## src/rtl/led_seq_pkg.sv

```systemverilog
// Shared register map, mode codes, FSM encoding and STATUS layout for the LED sequencer.
package led_seq_pkg;

    localparam logic [1:0] REG_CTRL    = 2'd0;
    localparam logic [1:0] REG_PATTERN = 2'd1;
    localparam logic [1:0] REG_PERIOD  = 2'd2;
    localparam logic [1:0] REG_STATUS  = 2'd3;

    localparam int CTRL_EN_BIT    = 0;
    localparam int STATUS_DIR_BIT = 15;

    typedef enum logic [2:0] {
        MODE_STATIC = 3'd0,
        MODE_BLINK  = 3'd1,
        MODE_ROTATE = 3'd2,
        MODE_COUNT  = 3'd3,
        MODE_BOUNCE = 3'd4
    } mode_e;

    typedef enum logic [2:0] {
        ST_IDLE  = 3'd0,
        ST_LOAD  = 3'd1,
        ST_RUN   = 3'd2,
        ST_PUSH  = 3'd3,
        ST_CLEAR = 3'd4
    } state_e;

    function automatic logic [15:0] status_word(input logic dir, input logic [7:0] frame);
        logic [15:0] w;
        w                 = 16'h0000;
        w[STATUS_DIR_BIT] = dir;
        w[7:0]            = frame;
        return w;
    endfunction

endpackage

```

## src/rtl/led_seq_tick.sv

```systemverilog
// Prescaler plus period counter; emits a one-cycle step every max(period,1) ticks.
// A restart clears both counters and suppresses any step in the same cycle.
module led_seq_tick
    import led_seq_pkg::*;
#(
    parameter int unsigned PRESCALE = 50000
) (
    input  logic        clk_i,
    input  logic        reset_i,
    input  logic        run_i,
    input  logic        restart_i,
    input  logic [15:0] period_i,
    output logic        step_o
);

    localparam int unsigned PW = (PRESCALE > 1) ? $clog2(PRESCALE) : 1;
    localparam logic [PW-1:0] PRE_MAX = PW'(PRESCALE - 1);

    logic [PW-1:0] pre_q;
    logic [PW-1:0] pre_d;
    logic [15:0]   per_q;
    logic [15:0]   per_d;
    logic [15:0]   per_max;
    logic          tick;
    logic          per_hit;

    // PERIOD of 0 is treated as 1
    assign per_max = (period_i == 16'd0) ? 16'd0 : period_i - 16'd1;
    assign tick    = run_i && (pre_q == PRE_MAX);
    assign per_hit = (per_q == per_max);
    assign step_o  = tick && per_hit && !restart_i;

    always_comb begin
        pre_d = pre_q + PW'(1);
        per_d = per_q;
        if (tick) begin
            pre_d = '0;
            per_d = per_hit ? 16'd0 : per_q + 16'd1;
        end
    end

    always_ff @(posedge clk_i) begin
        if (reset_i || restart_i || !run_i) begin
            pre_q <= '0;
            per_q <= 16'd0;
        end else begin
            pre_q <= pre_d;
            per_q <= per_d;
        end
    end

endmodule

```

## src/rtl/led_pattern_sequencer.sv

```systemverilog
// CPU-programmed LED frame engine: config write -> LED write two cycles later, step -> one cycle later.
// Define LED_SEQ_BOUNCE_EN to enable mode 4 (bounce); otherwise modes 4-7 behave as static.
module led_pattern_sequencer
    import led_seq_pkg::*;
#(
    parameter int unsigned PRESCALE   = 50000,
    parameter logic [15:0] PERIOD_RST = 16'd10
) (
    input  logic        clk_i,
    input  logic        reset_i,
    input  logic        cs_i,
    input  logic        we_i,
    input  logic [1:0]  reg_sel_i,
    input  logic [15:0] in_i,
    output logic [15:0] out_o,
    output logic        led_cs_o,
    output logic        led_we_o,
    output logic [1:0]  led_reg_sel_o,
    output logic [15:0] led_in_o
);

    logic [3:0]  ctrl_q;
    logic [7:0]  pattern_q;
    logic [15:0] period_q;
    logic [7:0]  frame_q;
    logic        dir_q;
    state_e      state_q;
    logic        led_cs_q;
    logic [7:0]  led_dat_q;

    logic [7:0]  nxt_frame_d;
    logic        nxt_dir_d;
    mode_e       mode;
    logic        wr, wr_ctrl, wr_pat, wr_per;
    logic        cfg_load, cfg_clear, restart, run, step;

    assign wr      = cs_i && we_i;
    assign wr_ctrl = wr && (reg_sel_i == REG_CTRL);
    assign wr_pat  = wr && (reg_sel_i == REG_PATTERN);
    assign wr_per  = wr && (reg_sel_i == REG_PERIOD);

    assign cfg_load  = (wr_ctrl && in_i[CTRL_EN_BIT]) || (wr_pat && ctrl_q[CTRL_EN_BIT]);
    assign cfg_clear = wr_ctrl && !in_i[CTRL_EN_BIT] && ctrl_q[CTRL_EN_BIT];
    assign restart   = cfg_load || cfg_clear || wr_per;
    assign run       = (state_q == ST_RUN) || (state_q == ST_PUSH);
    assign mode      = mode_e'(ctrl_q[3:1]);

    led_seq_tick #(
        .PRESCALE (PRESCALE)
    ) u_tick (
        .clk_i     (clk_i),
        .reset_i   (reset_i),
        .run_i     (run),
        .restart_i (restart),
        .period_i  (period_q),
        .step_o    (step)
    );

    always_comb begin
        nxt_frame_d = pattern_q;
        nxt_dir_d   = dir_q;
        case (mode)
            MODE_STATIC: nxt_frame_d = pattern_q;
            MODE_BLINK:  nxt_frame_d = (frame_q == 8'h00) ? pattern_q : 8'h00;
            MODE_ROTATE: nxt_frame_d = {frame_q[6:0], frame_q[7]};
            MODE_COUNT:  nxt_frame_d = frame_q + 8'd1;
`ifdef LED_SEQ_BOUNCE_EN
            // Direction reverses on the edge bit itself, so the frame never shifts out
            MODE_BOUNCE: begin
                if (!dir_q) begin
                    nxt_dir_d   = frame_q[7];
                    nxt_frame_d = frame_q[7] ? {1'b0, frame_q[7:1]} : {frame_q[6:0], 1'b0};
                end else begin
                    nxt_dir_d   = !frame_q[0];
                    nxt_frame_d = frame_q[0] ? {frame_q[6:0], 1'b0} : {1'b0, frame_q[7:1]};
                end
            end
`endif
            default:     nxt_frame_d = pattern_q;
        endcase
    end

    always_ff @(posedge clk_i) begin
        if (reset_i) begin
            ctrl_q    <= 4'h0;
            pattern_q <= 8'h00;
            period_q  <= PERIOD_RST;
            frame_q   <= 8'h00;
            dir_q     <= 1'b0;
            state_q   <= ST_IDLE;
            led_cs_q  <= 1'b0;
            led_dat_q <= 8'h00;
        end else begin
            led_cs_q  <= 1'b0;
            led_dat_q <= 8'h00;
            if (wr_ctrl) ctrl_q    <= in_i[3:0];
            if (wr_pat)  pattern_q <= in_i[7:0];
            if (wr_per)  period_q  <= in_i;

            // CPU configuration writes preempt whatever the FSM was doing
            if (cfg_load) begin
                state_q <= ST_LOAD;
            end else if (cfg_clear) begin
                state_q <= ST_CLEAR;
            end else begin
                case (state_q)
                    ST_IDLE: state_q <= ST_IDLE;
                    ST_LOAD: begin
                        frame_q   <= pattern_q;
                        dir_q     <= 1'b0;
                        led_cs_q  <= 1'b1;
                        led_dat_q <= pattern_q;
                        state_q   <= ST_PUSH;
                    end
                    ST_RUN, ST_PUSH: begin
                        if (step) begin
                            frame_q   <= nxt_frame_d;
                            dir_q     <= nxt_dir_d;
                            led_cs_q  <= 1'b1;
                            led_dat_q <= nxt_frame_d;
                            state_q   <= ST_PUSH;
                        end else begin
                            state_q   <= ST_RUN;
                        end
                    end
                    ST_CLEAR: begin
                        frame_q   <= 8'h00;
                        led_cs_q  <= 1'b1;
                        led_dat_q <= 8'h00;
                        state_q   <= ST_IDLE;
                    end
                    default: state_q <= ST_IDLE;
                endcase
            end
        end
    end

    always_comb begin
        out_o = 16'h0000;
        if (cs_i) begin
            case (reg_sel_i)
                REG_CTRL:    out_o = {12'h000, ctrl_q};
                REG_PATTERN: out_o = {8'h00, pattern_q};
                REG_PERIOD:  out_o = period_q;
                default:     out_o = status_word(dir_q, frame_q);
            endcase
        end
    end

    assign led_cs_o      = led_cs_q;
    assign led_we_o      = led_cs_q;
    assign led_reg_sel_o = 2'd0;
    assign led_in_o      = {8'h00, led_dat_q};

endmodule

```

## config.mk

```make
export PLATFORM = sky130hd
export DESIGN_NAME = led_pattern_sequencer
export DESIGN_NICKNAME = d
export VERILOG_FILES = /design/src/rtl/led_seq_pkg.sv /design/src/rtl/led_seq_tick.sv /design/src/rtl/led_pattern_sequencer.sv
export SDC_FILE = /design/constraint.sdc
export NUM_CORES = 1
export LEC_CHECK = 0
export CORE_ASPECT_RATIO = 1.2
export CORE_MARGIN = 2
export CORE_UTILIZATION = 60
export DETAILED_ROUTE_END_ITERATION = 6
export HOLD_SLACK_MARGIN = 0.03
export MAX_ROUTING_LAYER = met4
export PLACE_DENSITY = 0.85
export SYNTH_ARGS = -nofsm -noshare
export SYNTH_HDL_FRONTEND = slang
export SYNTH_SLANG_ARGS = --single-unit
```

## constraint.sdc

```tcl
create_clock -name clk_i -period 11.2 [get_ports clk_i]
set_clock_uncertainty 0.1 [all_clocks]
set_input_delay 2.8 -clock clk_i [delete_from_list [all_inputs] [get_ports clk_i]]
set_output_delay 2.8 -clock clk_i [all_outputs]
set_load 0.05 [all_outputs]
```

* After elaboration in Yosys (flattened, before gate mapping) *
Cells that the tools add are included.

storage, ports and cells
  flip-flop bits (word level) = 80
  output and inout port bits = 36
  word-level logic and storage cells = 75

cells by class
  add/subtract/negate cells = 4
  eq/ne operators = 12
  mux-type cells = 16
  bitwise operators = 2
  reductions and logical operators = 30

operators by type and width
  kind                                                                   number
  16-bit 2-to-1 mux                                                      3
  16-bit case mux with 3 select lines                                    1
  8-bit case mux with 3 select lines                                     2
  16-bit by 1-bit adder with 16-bit output, second input constant        2
  8-bit 2-to-1 mux                                                       3
  16-bit equality test                                                   1
  16-bit equality test, second input constant                            1
  16-bit zero test                                                       1
  8-bit case mux with 2 select lines                                     1
  16-bit by 1-bit subtractor with 16-bit output, second input constant   1
  3-bit by 2-bit equality test with 1-bit output, second input constant  4
  1-bit logical AND                                                      11
  8-bit by 1-bit adder with 8-bit output, second input constant          1
  8-bit zero test                                                        1
  2-bit OR reduction                                                     4
  3-bit by 1-bit equality test with 1-bit output, second input constant  2
  1-bit logical OR                                                       6
  2-bit case mux with 2 select lines                                     1
  4-bit AND reduction                                                    1
  3-bit equality test, second input constant                             1
  1-bit zero test                                                        3
  1-bit 2-to-1 mux                                                       3
  3-bit 2-to-1 mux                                                       1
  3-bit nonzero test                                                     1
  other kinds (7)                                                        8

* Longest topological paths before layout *
  word-level depth = 12
  depth in mapped cells = 14
  mapped depth without buffers = 10

* Modules after synthesis *
Synthesis repeated with hierarchy kept, for this count alone.

unflattened totals
  cell total of the unflattened synthesis = 639
  area total of the unflattened synthesis = 5126.2 µm²

modules (own cells, without submodules)
  module                 times used  cells an instance  area an instance (µm²)  seq. area each (µm²)
  led_pattern_sequencer  1           328                2638.8                  960.9
  led_seq_tick           1           311                2487.4                  640.6

* Least setup slack after synthesis *
Ideal clock, no wire load.

  kind = input port to output port
  start = input reg_sel_i[0]
  end = output out_o[7]
  arrival time = 4.234 ns
  data required time = 8.300 ns
  setup slack = 4.066 ns
  stages on the path = 5
  path buffers = 2
  cells stage by stage = clkbuf_1 > nor2b_1 > clkbuf_1 > a21oi_1 > nor2b_1

on the way
  word-level cells in the longest chain between the ends = 3
  elaborated cells between the ends (all ways) = 5

ends and longest elaborated chain
  item                                         line                          text
  from (decl)                                  led_pattern_sequencer.sv:13   input logic [1:0] reg_sel_i,
  2-bit equality test (tied with other cells)  led_pattern_sequencer.sv:141  case (reg_sel_i)
  16-bit case mux with 3 select lines (*)      led_pattern_sequencer.sv:141
  16-bit 2-to-1 mux (*)                        led_pattern_sequencer.sv:140  if (cs_i) begin
  to (decl)                                    led_pattern_sequencer.sv:15   output logic [15:0] out_o,

Mark *: on every way between the ends. The rest lies on a longest branch, timed or not.

* Worst setup path in the final report *
  start = input reg_sel_i[1]
  end = output out_o[5]

Same word-level chain as after synthesis.

==> results.cfg <==
[setup_path]
critPathSlowestCell = clkdlybuf4s50_1
path_cells = clkdlybuf4s50_1, nor2b_1, a21oi_1, nor2b_1, clkdlybuf4s50_1
cp-start-kind = primary input
cp_max_fo = 14
worstPathArrival_ns = 5.54
timing_worst_setup_path_type = in -> out
endpoint_kind = primary output
cpPeakStageDelay_ns = 0.83
required_ns = 8.30

[placed_design]
gp_routability_congestion = 0.961
hpwl_um = 8580
place.port_buffers = 47

[cells_and_area]
antenna_cells = 0
final_layout_size_suffix_gt1_share_pct = 4.80
area_growth_pct = 11.9
fin_util_pct = 69.4
final_nets = 650

[routing]
drc = 0
wl_per_cell_um = 16.8
antenna_left = 0
drt-total-wl_um = 12000
avgViaCountPerCell = 6.20
drt_iter0_drc = 324
vias = 4445
dr.pass1.iters = 6

[sta]
slew_headroom_pct = 25.9
setup_viol = 0
rsz0062_at_grt = false
finalHoldWorstSlack_ns = 0.361
setup_tns_ns = 0
period_share_pct = 75.3
clock.fmax_mhz = 119
worstMarginPinSlew_ns = 1.10
hold_viol = 0
min_period_ns = 8.44
finalMaxSlewViolations = 0

[global_routing]
grtUsageTotal_pct = 29.5
grt_overflow_total = 0
grt_antenna_before_repair = 0
grt_max_degree = 31
grt_pass1_wl_um = 20000
first_global_vias = 4158

[floorplanning]
io_pins = 58
rows = 35
die_w_um = 85.4
die_h_um = 102
coreArea_um2 = 7710
floorplan.initialDensity_pct = 62.0
dieArea_um2 = 8690

[power_and_ir_drop]
ir_worst_vdd_mv = 0.123
powerDensity_nw_per_um2 = 107
total_power_uw = 571
power_leakage_uw = 0.00183

[synthesis]
yosysWarnings = 0
async_flop_share_pct = 0
avgSynthCellArea_um2 = 7.91
syn_area_um2 = 4780
yosysTopAreaCell = dfxtp_1
yosysMostFrequentCell = dfxtp_1
synth_edf_count = 0
synth-main-ff-cell = dfxtp_1
synth.distinct_cells = 60
ys_seq_elements = 80
synth_top_area_share_pct = 33.5
synthCells = 604
yosys-top-cells-count = dfxtp_1 (80), nand2_1 (73), nor2_1 (59)
yosysSeqAreaShare_pct = 33.5
synth_area_leaders = dfxtp_1 (34%), nand2_1 (5.7%), a21oi_1 (5.1%)

[clocking]
cts_tree = yes
clk_pin_slew_worst_paths_ns = 0.08
post_cts_buffers = 0
cts_resized = 0
numCtsBuffers = 9
clock_latency_ns = 0.36
holdBufCountCts = 0
cts-root-buf = clkbuf_8
h-tree-depth = 3
ctsLongestPathBuffers = 2
cts.sinks = 80

[worst_hold_path]
hold_class = reg -> reg

[flow_run]
max_cap_violations = 0

[run_status]
status = complete, no violations
worst paths after layout:
| kind | startpoint | to | slack (ns) | depth (start not counted) |
|---|---|---|---|---|
| min | u_tick.pre_q[0] | u_tick.pre_q[0] | 0.36 | 1 |
| max | reg_sel_i[1] | out_o[5] | 2.76 | 5 |
| min reg2reg | u_tick.pre_q[0] | u_tick.pre_q[0] | 0.36 | 1 |
| max reg2reg | period_q[4] | led_dat_q[5] | 7.18 | 8 |
layout make-up:
class,instances,area [um^2]
sequential,80,1600
clock buffer,9,124
multi-input combinational,466,2880
inverter,16,60.1
clock inverter,5,82.6
fill,637,2360
tap,92,115
timing repair buffer,49,485
registers in the layout (all words and copies together) (netlist names):
| signal | flops |
|---|---|
| pattern_q | 8 |
| ctrl_q | 4 |
| u_tick.per_q | 16 |
| led_dat_q | 8 |
| state_q | 3 |
| frame_q | 8 |
| period_q | 16 |
| u_tick.pre_q | 16 |
| led_cs_o | 1 |
power breakdown:
group          switching (uW)  internal [uW]
Sequential               4.34            287
Combinational            32.4           17.9
Clock                     106            124
critical path: cells and delay by family:
| kind | cells | cell delay [ns] |
|---|---|---|
| buf+inv | 2 | 1.66 |
| compound gates | 1 | 0.17 |
| simple gates | 2 | 0.90 |
layout by cell type, fill, tap and decap left out, drive strengths merged, types with 9 or more instances in the layout:
| cell | instances |
|---|---|
| conb | 10 |
| xnor2 | 26 |
| nand2 | 73 |
| clkbuf | 9 |
| xor2 | 21 |
| clkdlybuf4s50 | 47 |
| nand3 | 29 |
| or4 | 15 |
| a21oi | 49 |
| nand4 | 9 |
| inv | 16 |
| nor2b | 10 |
| dfxtp | 80 |
| and3 | 18 |
| nor3 | 21 |
| a211oi | 9 |
| nor2 | 59 |
| mux2i | 9 |
per-layer routing:
metal	GRT usage, %	vias to the layer above	share of wire, %
met3	4.16	35	6.2
li1	-	2164	-
met2	47.2	190	49
met1	37.0	2056	42
met4	13.6	0	3.1
met5	-	-	0
through the flow:
stage                     area, um^2  cells  setup slack, ns
after CTS                       5350    717             2.77
after floorplan                 4810    613             4.07
after global placement          5140    703             2.92
final                           5350    717             2.76
after detailed placement        5140    703             2.79
after global routing            5350    717             2.59
cell families after synthesis:
family / after synthesis / share of synthesized area (%)
simple gates: 283 / 30.7
other cells: 1 / 0.0785
flops: 80 / 33.5
fa+ha+maj: 6 / 1.57
compound gates: 107 / 14.8
buf+inv: 67 / 6.94
xor+xnor: 47 / 8.62
mux: 13 / 3.77
No activity file was read; power rests on OpenSTA's default activity.
